**src/rtl/ibex_vrf_wb_sequencer.sv**
```systemverilog
// Vector register file write-back sequencer: round-robin arbitration between the
// vector ALU and LSU, issuing each granted result group as one register write per cycle.
module ibex_vrf_wb_sequencer #(
  parameter int unsigned VLEN   = 32,
  parameter int unsigned NBEATS = 4,
  parameter int unsigned AW     = 5
) (
  input  logic                         clk_i,
  input  logic                         rst_i,
  input  logic                         flush_i,
  input  logic [1:0]                   req_valid_i,
  output logic [1:0]                   req_ready_o,
  input  logic [2*AW-1:0]              req_vd_i,
  input  logic [5:0]                   req_vlmul_i,
  input  logic [2*NBEATS*VLEN-1:0]     req_data_i,
  input  logic [2*NBEATS*VLEN/8-1:0]   req_be_i,
  output logic                         vrf_we_o,
  output logic [AW-1:0]                vrf_waddr_o,
  output logic [VLEN-1:0]              vrf_wdata_o,
  output logic [VLEN/8-1:0]            vrf_wbe_o,
  output logic [1:0]                   done_o,
  output logic                         err_o,
  output logic                         err_src_o,
  output logic [2**AW-1:0]             pending_o
);

  localparam int unsigned BEW  = VLEN / 8;
  localparam int unsigned GDW  = NBEATS * VLEN;
  localparam int unsigned GBW  = NBEATS * BEW;
  localparam int unsigned BW   = $clog2(NBEATS);
  localparam int unsigned NREG = 2 ** AW;

  typedef enum logic {
    IDLE  = 1'b0,
    WRITE = 1'b1
  } state_e;

  typedef struct packed {
    logic [AW-1:0]  vd;
    logic [BW-1:0]  last;
    logic           src;
    logic [GDW-1:0] data;
    logic [GBW-1:0] be;
  } group_t;

  state_e          state_q, state_d;
  group_t          grp_q, grp_d, emit_grp;
  logic [BW-1:0]   beat_q, beat_d;
  logic            rr_q, rr_d;

  logic            we_d, err_d, err_src_d, emit;
  logic [AW-1:0]   waddr_d;
  logic [VLEN-1:0] wdata_d;
  logic [BEW-1:0]  wbe_d;
  logic [1:0]      done_d;
  logic [NREG-1:0] pend_d;

  logic            gnt_idx, any_valid, take;
  logic [AW-1:0]   sel_vd;
  logic [2:0]      sel_vlmul;
  logic [GDW-1:0]  sel_data;
  logic [GBW-1:0]  sel_be;
  logic [BW-1:0]   sel_last;
  logic            sel_illegal;

  // Registers lo..hi inclusive; hi never wraps because groups are aligned.
  function automatic logic [NREG-1:0] span_mask(input logic [AW-1:0] lo,
                                                input logic [AW-1:0] hi);
    logic [NREG-1:0] m;
    m = '0;
    for (int unsigned i = 0; i < NREG; i++) begin
      m[i] = (AW'(i) >= lo) && (AW'(i) <= hi);
    end
    return m;
  endfunction

  // Round-robin pick and decode of the granted requester's group
  always_comb begin
    any_valid = |req_valid_i;
    gnt_idx   = req_valid_i[rr_q] ? rr_q : ~rr_q;
    sel_vd    = gnt_idx ? req_vd_i[AW +: AW]       : req_vd_i[0 +: AW];
    sel_vlmul = gnt_idx ? req_vlmul_i[3 +: 3]      : req_vlmul_i[0 +: 3];
    sel_data  = gnt_idx ? req_data_i[GDW +: GDW]   : req_data_i[0 +: GDW];
    sel_be    = gnt_idx ? req_be_i[GBW +: GBW]     : req_be_i[0 +: GBW];
    sel_last    = '0;
    sel_illegal = 1'b0;
    case (sel_vlmul)
      3'b000: begin sel_last = BW'(0); sel_illegal = 1'b0;          end
      3'b001: begin sel_last = BW'(1); sel_illegal = sel_vd[0];     end
      3'b010: begin sel_last = BW'(3); sel_illegal = |sel_vd[1:0];  end
      default: begin sel_last = BW'(0); sel_illegal = 1'b1;         end
    endcase
    take        = !flush_i && any_valid &&
                  ((state_q == IDLE) || (beat_q == grp_q.last));
    req_ready_o = take ? (gnt_idx ? 2'b10 : 2'b01) : 2'b00;
  end

  // Next state and next registered outputs
  always_comb begin
    state_d   = state_q;
    grp_d     = grp_q;
    beat_d    = beat_q;
    rr_d      = rr_q;
    emit      = 1'b0;
    emit_grp  = grp_q;
    we_d      = 1'b0;
    waddr_d   = '0;
    wdata_d   = '0;
    wbe_d     = '0;
    done_d    = '0;
    err_d     = 1'b0;
    err_src_d = 1'b0;
    pend_d    = '0;

    if (flush_i) begin
      state_d = IDLE;
    end else if (state_q == WRITE && beat_q != grp_q.last) begin
      beat_d = beat_q + BW'(1);
      emit   = 1'b1;
    end else if (take) begin
      rr_d = ~gnt_idx;
      if (sel_illegal) begin
        state_d   = IDLE;
        err_d     = 1'b1;
        err_src_d = gnt_idx;
      end else begin
        grp_d.vd   = sel_vd;
        grp_d.last = sel_last;
        grp_d.src  = gnt_idx;
        grp_d.data = sel_data;
        grp_d.be   = sel_be;
        beat_d     = '0;
        state_d    = WRITE;
        emit       = 1'b1;
        emit_grp   = grp_d;
      end
    end else begin
      state_d = IDLE;
    end

    if (emit) begin
      we_d    = 1'b1;
      waddr_d = emit_grp.vd + AW'(beat_d);
      wdata_d = emit_grp.data[32'(beat_d) * VLEN +: VLEN];
      wbe_d   = emit_grp.be[32'(beat_d) * BEW +: BEW];
      pend_d  = span_mask(waddr_d, emit_grp.vd + AW'(emit_grp.last));
      if (beat_d == emit_grp.last) begin
        done_d[emit_grp.src] = 1'b1;
      end
    end
  end

  always_ff @(posedge clk_i or posedge rst_i) begin
    if (rst_i) begin
      state_q     <= IDLE;
      grp_q       <= '0;
      beat_q      <= '0;
      rr_q        <= 1'b0;
      vrf_we_o    <= 1'b0;
      vrf_waddr_o <= '0;
      vrf_wdata_o <= '0;
      vrf_wbe_o   <= '0;
      done_o      <= '0;
      err_o       <= 1'b0;
      err_src_o   <= 1'b0;
      pending_o   <= '0;
    end else begin
      state_q     <= state_d;
      grp_q       <= grp_d;
      beat_q      <= beat_d;
      rr_q        <= rr_d;
      vrf_we_o    <= we_d;
      vrf_waddr_o <= waddr_d;
      vrf_wdata_o <= wdata_d;
      vrf_wbe_o   <= wbe_d;
      done_o      <= done_d;
      err_o       <= err_d;
      err_src_o   <= err_src_d;
      pending_o   <= pend_d;
    end
  end

endmodule
```
**config.mk**
```make
export PLATFORM = sky130hd
export DESIGN_NAME = ibex_vrf_wb_sequencer
export DESIGN_NICKNAME = d
export VERILOG_FILES = /design/src/rtl/ibex_vrf_wb_sequencer.sv
export SDC_FILE = /design/constraint.sdc
export NUM_CORES = 1
export LEC_CHECK = 0
export CAP_MARGIN = 20
export CORE_ASPECT_RATIO = 1.2
export CORE_UTILIZATION = 46
export CTS_CLUSTER_DIAMETER = 80
export DETAILED_ROUTE_END_ITERATION = 7
export HOLD_SLACK_MARGIN = 0.08
export PLACE_DENSITY = 0.81
export SLEW_MARGIN = 20
export SYNTH_ARGS = -nofsm -noshare
export SYNTH_HDL_FRONTEND = slang
export SYNTH_SLANG_ARGS = --single-unit
```
**constraint.sdc**
```tcl
create_clock -name clk_i -period 8.54 [get_ports clk_i]
set_clock_uncertainty 0.05 [all_clocks]
set_input_delay 1.281 -clock clk_i [delete_from_list [all_inputs] [get_ports clk_i]]
set_output_delay 1.281 -clock clk_i [all_outputs]
set_load 0.02 [all_outputs]
```
==> run summary <==
Outcome = finished clean
Max Root-Sink Buffers = 3
Overflow left after global routing = 0
Total Routing Usage GR = 0.295
Largest net degree at the start of global routing = 184
Number of flops mapped to enable cells by yosys = 0
Number of CTS-inserted buffers = 24
Final count of negative-setup-slack endpoints = 0
H-tree levels = 1
Gp weighted congestion = 0.945
Count of nets left with antenna violations after detail routing = 0
Number of detailed-routing iterations run before antenna repair = 5
Via total after detailed routing = 10,400
Unrepaired setup endpoints after global routing = false
Required time of the critical path = 8850 ps
PnR Total Power = 0.00597 W
Crit Path Max Fanout = 183
Area of the mapped netlist = 11,200 um2
Share of Yosys cell area claimed by the top area cell type = 0.523
Unique masters post-synth = 53
Critical Path AT = 5970 ps
Share of flip-flops with an asynchronous set or reset = 1.00
Worst slew margin = 0.260
Die Span Y = 173 um
Cells after Synth = 1,193
Register area share after synthesis = 0.523
Pre-CTS setup slack = 2190 ps
Tightest Pin Transition = 1110 ps
Worst-Skew Late Latency = 510 ps
Initial standard-cell utilization of the core = 0.468
Setup bufs post-CTS = 0
Final-layout setup total negative slack = 0 ps
Slew Viols, Final = 0
Net count after synthesis = 1,508
Power per cell area = 371 nW/um2
Flip-flop and latch count after synthesis = 234
Crit path kind = in -> reg
Buffer type at the clock tree root = clkbuf_16
Final HPWL DP = 25,500 um
Max-Cap Viols = 0
Layout-stage area growth over the synthesis result = 43.8%
Peak supply drop = 0.317 mV
Largest area contributor in the netlist = dfrtp_1
Num Clock Sinks = 234
I/O pins = 389
Fill cell count = 1,902
Iteration-0 DRC Markers = 674
Final-stage net count = 1,850
Chip width = 144 um
Crit path time final = 5660 ps
Hold_buf cts = 0
PortBufs = 388
Vias per cell = 5.53
Cell with the most instances after synthesis = nand2_1
TritonCTS clock tree = built
Most area-consuming cells after synthesis = dfrtp_1, nand2_1, a31oi_1
Wire length per cell = 19.7 um
Number of antenna violations at the first check in global routing = 5
CTS clock-pin slew for the worst setup and hold paths = 60 ps
Post-Route WL = 37,100 um
Final hold violation count = 0
Number of global-route vias before repair = 10,500
Achievable frequency = 177 MHz
Ranking of synthesized cells by instance count = nand2_1, dfrtp_1, nor2_1
Wire length of the first global-routing pass = 56,200 um
Worst setup SP type = input pin
Type of destination of the critical path = register
Std-Cell Rows = 62
Overall die area = 25,000 um2
Path type of the worst min-delay path = reg -> reg
Post-route worst setup slack = 2880 ps
Fraction of final layout cells with drive strength greater than 1 = 0.0702
Post_cts resized = 0
Leakage component of the power = 6.65 nW
Synthesized area divided by synthesized cell count = 9.38 um2
Core box area = 23,900 um2
Flip-flop cell with the highest count after synthesis = dfrtp_1
Final worst-path cycle share = 0.663
DRC = 0
Yosys warning total = 0
where the power goes:
group	total [W]	leakage, nW	internal (W)	switching [W]
sequential	0.00178	2.81	0.00162	0.000166
clock	0.00107	0.400	0.000637	0.000433
combinational	0.00312	3.44	0.00130	0.00182
kinds of logic after synthesis:
group,count (synthesis),synth area share
and+or+nand+nor,593,0.217
DFF,234,0.523
AOI/OAI and AO/OA,214,0.127
buffers and inverters,92,0.0352
muxes,41,0.0787
xor gates and xnor gates,13,0.0102
adders and majority gates,6,0.00805
placed cells by master, fill, tap and decap left out, types with 2 or more instances in the layout:
| cell | instances |
|---|---|
| ha_1 | 4 |
| bufinv_16 | 2 |
| a2111oi_4 | 3 |
| o21ai_1 | 3 |
| nor2b_1 | 4 |
| inv_2 | 2 |
| a21o_1 | 2 |
| clkinvlp_4 | 2 |
| o32ai_1 | 2 |
| dfrtp_1 | 234 |
| xnor2_1 | 10 |
| clkbuf_16 | 25 |
| o22ai_1 | 2 |
| mux2_2 | 3 |
| clkdlybuf4s50_1 | 388 |
| nand2_1 | 317 |
| o32a_1 | 2 |
| diode_2 | 5 |
| a21oi_1 | 21 |
| fa_1 | 2 |
| a31oi_1 | 146 |
| mux4_2 | 37 |
| nand3_1 | 7 |
| inv_1 | 6 |
| xor2_1 | 2 |
| clkinv_2 | 6 |
| buf_4 | 8 |
| nand2b_1 | 6 |
| o21ai_0 | 12 |
| a221oi_1 | 2 |
| o21a_1 | 5 |
| clkbuf_1 | 3 |
| clkbuf_8 | 5 |
| nor2_1 | 186 |
| buf_12 | 2 |
| nor3_1 | 16 |
| a211oi_1 | 4 |
| and2_1 | 42 |
| or2_2 | 3 |
path summary, 6_finish.rpt:
check | startpoint | endpoint | slack, ps | cells past startpoint
max in group asynchronous | rst_i | grp_q[13]$_DFF_PP0_ | 5860 | 3
setup / recovery | req_valid_i[0] | pending_o[29]$_DFF_PP0_ | 2880 | 13
hold / removal | grp_q[144]$_DFF_PP0_ | grp_q[144]$_DFF_PP0_ | 470 | 1
setup reg to reg | rr_q$_DFFE_PP0P_ | pending_o[29]$_DFF_PP0_ | 3720 | 12
hold reg to reg | grp_q[144]$_DFF_PP0_ | grp_q[144]$_DFF_PP0_ | 470 | 1
min in group asynchronous | rst_i | vrf_we_o$_DFF_PP0_ | 1300 | 2
worst max-delay path, cell delays in order:
cell and delay [ps]:
clkdlybuf4s50_1 490, nor2b_1 470, a2111oi_4 120, a2111oi_4 350, buf_12 580, o21ai_1 300, o21a_1 250, fa_1 560
o21ai_0 140, xnor2_1 110, o22ai_1 490, nand2_1 320, a2111oi_0 480
per-layer routing:
metal  vias to the layer above  share of wire  track usage
li1                       4776              -            -
met1                      4997           0.37        0.346
met2                       487           0.50        0.512
met3                       114          0.079       0.0557
met4                         0          0.050        0.143
met5                         -              0            0
layout make-up:
cell class	instances	area, um2	share of cell area
clock buffer	33	706	0.0439
clock inverter	10	105	0.00653
antenna	5	12.5	0.000778
timing repair buffer	399	4000	0.248
multi-input combinational	867	4980	0.309
tap	320	400	0.0249
sequential	234	5860	0.364
inverter	9	41.3	0.00257
sequential cells by signal, summed over array words and instances, names as in the netlist:
name	cells
beat_q	2
done_o	2
err_o	1
err_src_o	1
grp_q	152
pending_o	32
rr_q	1
state_q	1
vrf_waddr_o	5
vrf_wbe_o	4
vrf_wdata_o	32
vrf_we_o	1
through the flow:
| step | cells | hold WS (ps) | utilization | area (um2) |
|---|---|---|---|---|
| 2_1_floorplan | 1193 | 431 | - | 11200 |
| 3_3_place_gp | 1828 | 438 | 0.638 | 15200 |
| 3_5_place_dp | 1828 | 451 | 0.638 | 15200 |
| 4_1_cts | 1871 | 473 | 0.672 | 16000 |
| 5_1_grt | 1877 | 479 | 0.673 | 16100 |
| 6_report | 1877 | 466 | 0.673 | 16100 |
(Power assumes the default switching activity.)
==> RTL change 1, RTL diff (config.mk and constraints unchanged) <==
The parameter `AW` goes from 5 to 6.
--- a/src/rtl/ibex_vrf_wb_sequencer.sv
+++ b/src/rtl/ibex_vrf_wb_sequencer.sv
@@ -3,7 +3,7 @@
 module ibex_vrf_wb_sequencer #(
   parameter int unsigned VLEN   = 32,
   parameter int unsigned NBEATS = 4,
-  parameter int unsigned AW     = 5
+  parameter int unsigned AW     = 6
 ) (
   input  logic                         clk_i,
   input  logic                         rst_i,
Ports: changed (resized pending_o, req_vd_i and vrf_waddr_o); port bits go from 389 to 424. No check against the original RTL was run, so the function may have changed too.
==> RTL change 1 against the unedited design <==
Setup slack got worse by 0.63 ns. Design area up 15%. Non-clock buffer count is 44 higher. Sequential cell count rose by 34. Via count up 25%. Die area up 18%. Area after synthesis is 18% higher. Wire length is 33% higher. Sequential power grew 15%. Total power grew 19%. Maximum frequency decreased by 10%. Synthesized cell count rose by 24%. Critical path type unchanged. Largest power group unchanged.
==> RTL change 1: results (changes against the unedited design) <==
[detailed_routing]
num_vias=13000  ; +25%
via_per_inst=5.83  ; +5.6%
first_pass_iters=7  ; +2
drtIter0Drc=903  ; +34%
wl_per_cell_um=22.2  ; +12%

[final_layout]
fillCellCount=2291  ; +20%
finish.net_count=2150  ; +16%
nClkBuffers=35  ; +6.1%
buffers=443  ; +11%
inverters=18  ; +9
multi_input_area_um2=6010  ; +21%

[critical_path]
reg2reg_to=pending_o[26]
cp_slowest_cell=fa_1
ff2ff_setup_slack_ns=3.05  ; -0.67 ns
worstRegToRegCells=17  ; +5

[power_and_ir_drop]
clock_power_mw=1.12  ; +5%
ir_worst_vdd_mv=0.229  ; -28%
p_leak_nw=7.91  ; +19%

[yosys]
yosysUniqueCellTypes=73  ; +38%
syn_nets=1790  ; +19%

[grt]
grt_max_degree=206  ; +12%
antenna_found_initial=3  ; -2

[placed_design]
dpl.hpwl_mm=36.7  ; +44%
dpl-instance-area_um2=17700  ; +16%
io_buffers=423  ; +9.0%

[sta]
worst_hold_slack_ns=0.498  ; +0.0323 ns
fin_ws_ns=2.24  ; -0.635 ns

[run_status]
status=complete, no violations

[worst_hold_path]
min_to=grp_q[55]
hp-start=grp_q[55]

## RTL change 1: cell types whose count changed after synthesis, sizes merged, moves of 10 or more
cell / change
a221oi: +16
nor2: +10
dfrtp: +34
and2: -36
a31oi: -29
a211oi: +58
mux2i: +44
nand3: +14
a21oi: +50
nand2: +20
clkbuf: +26
mux4: -37
a311oi: +37
and3: +37
## RTL change 1: logic make-up after synthesis
family / count (synthesis) / share of synthesized area
AOI/OAI and AO/OA: 362 / 0.188
xor gates and xnor gates: 20 / 0.0161
adders and majority gates: 5 / 0.00530
buffers and inverters: 129 / 0.0412
DFF: 268 / 0.507
muxes: 49 / 0.0387
and+or+nand+nor: 641 / 0.203
## RTL change 1: per-layer routing
metal  wire [um]  global-route usage  up-vias
met5          12                   0        -
li1            -                   -     5909
met3        3980              0.0642      134
met4        2740               0.175        2
met2       25500               0.602      746
met1       17200               0.374     6213
==> RTL change 2, RTL diff (same settings) <==
Without the edit above. Remove the register `err_src_o`: a continuous assignment takes its place, so the output `err_src_o` follows one clock earlier.
--- a/src/rtl/ibex_vrf_wb_sequencer.sv
+++ b/src/rtl/ibex_vrf_wb_sequencer.sv
@@ -162,7 +162,6 @@
       vrf_wbe_o   <= '0;
       done_o      <= '0;
       err_o       <= 1'b0;
-      err_src_o   <= 1'b0;
       pending_o   <= '0;
     end else begin
       state_q     <= state_d;
@@ -175,9 +174,10 @@
       vrf_wbe_o   <= wbe_d;
       done_o      <= done_d;
       err_o       <= err_d;
-      err_src_o   <= err_src_d;
       pending_o   <= pend_d;
     end
   end
 
+  assign err_src_o = err_src_d;
+
 endmodule
Behaviour: not the same (a bounded check fails within 4 cycles, from zero or initial values and one cycle with rst_i high).
==> RTL change 2 against the unedited design <==
Global-route usage is 0.20 points higher. Design area decreased by 0.30%. Wire length rose by 0.84%. Maximum frequency fell by 2.7%. Worst hold slack got worse by 0.0047 ns. Setup slack got worse by 0.16 ns. Sequential cell count down 1. Total power shrank 0.81%. Count of clock-buffer cells in the layout rose by 3. Area after synthesis shrank 0.22%. Critical path type is now primary input to primary output.
==> RTL change 2: results (changes against the unedited design) <==
[cts]
numCtsBuffers=25  ; +4.2%
postCtsSetupRepairBufs=0  ; unchanged
cts_root_buffer=clkbuf_16
h-tree-depth=1  ; unchanged
clkLatencyLatePin_ns=0.52
clk_pin_slew_ns=0.06  ; about the same
cts.path.max_buffers=3  ; unchanged
cts.repair.resized=0  ; unchanged

[grt]
antenna_found_initial=7  ; +2
grt_max_degree=113  ; -39%
grt_pass1_wl_mm=56.9  ; +1.2%
grt.total_usage=0.297  ; +0.00197
grt_pass1_vias=10500  ; +0.75%

[final_layout]
top_regs=grp_q (152), pending_o (32), vrf_wdata_o (32)
finish.net_count=1851  ; +0.054%
drive_above_1_share=0.0683  ; -0.00193

[placed_design]
io_buffers=388  ; unchanged
gp_congestion=0.961  ; +1.7%
dpl.hpwl_mm=26.1  ; +2.3%
dpl-instance-area_um2=15200  ; -0.15%

[detailed_routing]
drtIter0Drc=711  ; +5.5%
wl_per_cell_um=19.9  ; +0.68%
drtAntennaViolNets=0  ; unchanged
first_pass_iters=5  ; unchanged
via_per_inst=5.57  ; +0.70%

[run_status]
status=complete, no violations

[power_and_ir_drop]
ir_worst_vdd_mv=0.322  ; +1.6%
p_leak_nw=6.63  ; -0.39%

[yosys]
yosysSeqAreaShare=0.522  ; -0.00107
yosysUniqueCellTypes=53  ; unchanged
syn_nets=1507  ; -0.066%
synthArstFlopShare=1.00  ; unchanged
synthTopCellsByArea=dfrtp_1, nand2_1, a31oi_1, mux4_2, nor2_1
synth_common_cells=nand2_1, dfrtp_1, nor2_1, a31oi_1
synth_ff_type=dfrtp_1
synth-warning-count=0  ; unchanged

[sta]
finalSetupTns_ns=0  ; unchanged
tightest_slew_ns=1.06  ; -0.0488 ns

[critical_path]
arrival_ns=4.49  ; -1.48 ns
cp_max_fo=85  ; -54%

[worst_hold_path]
hp-class=flip-flop to flip-flop

==> RTL change 2: path summary, 6_finish.rpt <==
path	from	end	slack [ns]	cells after the start
max	req_valid_i[1]	err_src_o	2.72	7
min	grp_q[144]	grp_q[144]	0.46	1
max reg2reg	rr_q	pending_o[29]	3.60	12
min reg2reg	grp_q[144]	grp_q[144]	0.46	1
max in group asynchronous	rst_i	grp_q[91]	5.85	3
min in group asynchronous	rst_i	done_o[0]	1.24	2
==> RTL change 2: cell type report <==
type                       count  area, um^2
antenna                        8        20.0
clock buffer                  36         707
clock inverter                 7        95.1
fill                        1906        7850
inverter                       9        41.3
multi-input combinational    867        4980
sequential                   233        5830
tap                          320         400
timing repair buffer         400        3970
==> RTL change 2: power by group <==
group | switching [mW] | internal, mW | leakage [nW] | total, mW
clock | 0.437 | 0.634 | 0.390 | 1.07
combinational | 1.80 | 1.28 | 3.44 | 3.08
sequential | 0.159 | 1.61 | 2.80 | 1.77
==> RTL change 2: stage by stage <==
stage | cells | worst slack, ns | total power [mW]
detailed placement | 1829 | 2.27 | 4.83
finish | 1880 | 2.72 | 5.92
global route | 1879 | 2.34 | 6.29
CTS | 1872 | 2.77 | 5.92
global placement | 1829 | 2.51 | 4.75
floorplan | 1192 | 0.819 | 3.84
==> RTL change 2: cells by family (layout without fill, tap and decap cells) <==
kind of cell	Yosys count	in the layout	synth area share
AND/OR/NAND/NOR	593	593	0.218
flip-flops	233	233	0.522
AO/OA/AOI/OAI	214	214	0.128
buffers and inverters	92	452	0.0353
multiplexers	41	41	0.0789
XOR/XNOR	13	13	0.0102
adder cells (fa/ha/maj)	6	6	0.00807
other	0	8	0
==> RTL change 2: worst max-delay path: stages <==
cell and delay [ns]:
clkdlybuf4s50_1 0.46, nand2b_1 0.28, nand2_4 0.60, buf_4 0.81, nor2_1 0.18, and2_1 0.22, clkdlybuf4s50_1 0.53
==> RTL change 2: metal layers <==
layer,vias up,share of wire,wire [um],GRT usage
met5,-,0,0,0
met4,0,0.054,2030,0.170
met3,118,0.088,3290,0.0678
met2,506,0.49,18200,0.491
met1,5072,0.37,13800,0.353
li1,4767,-,-,-
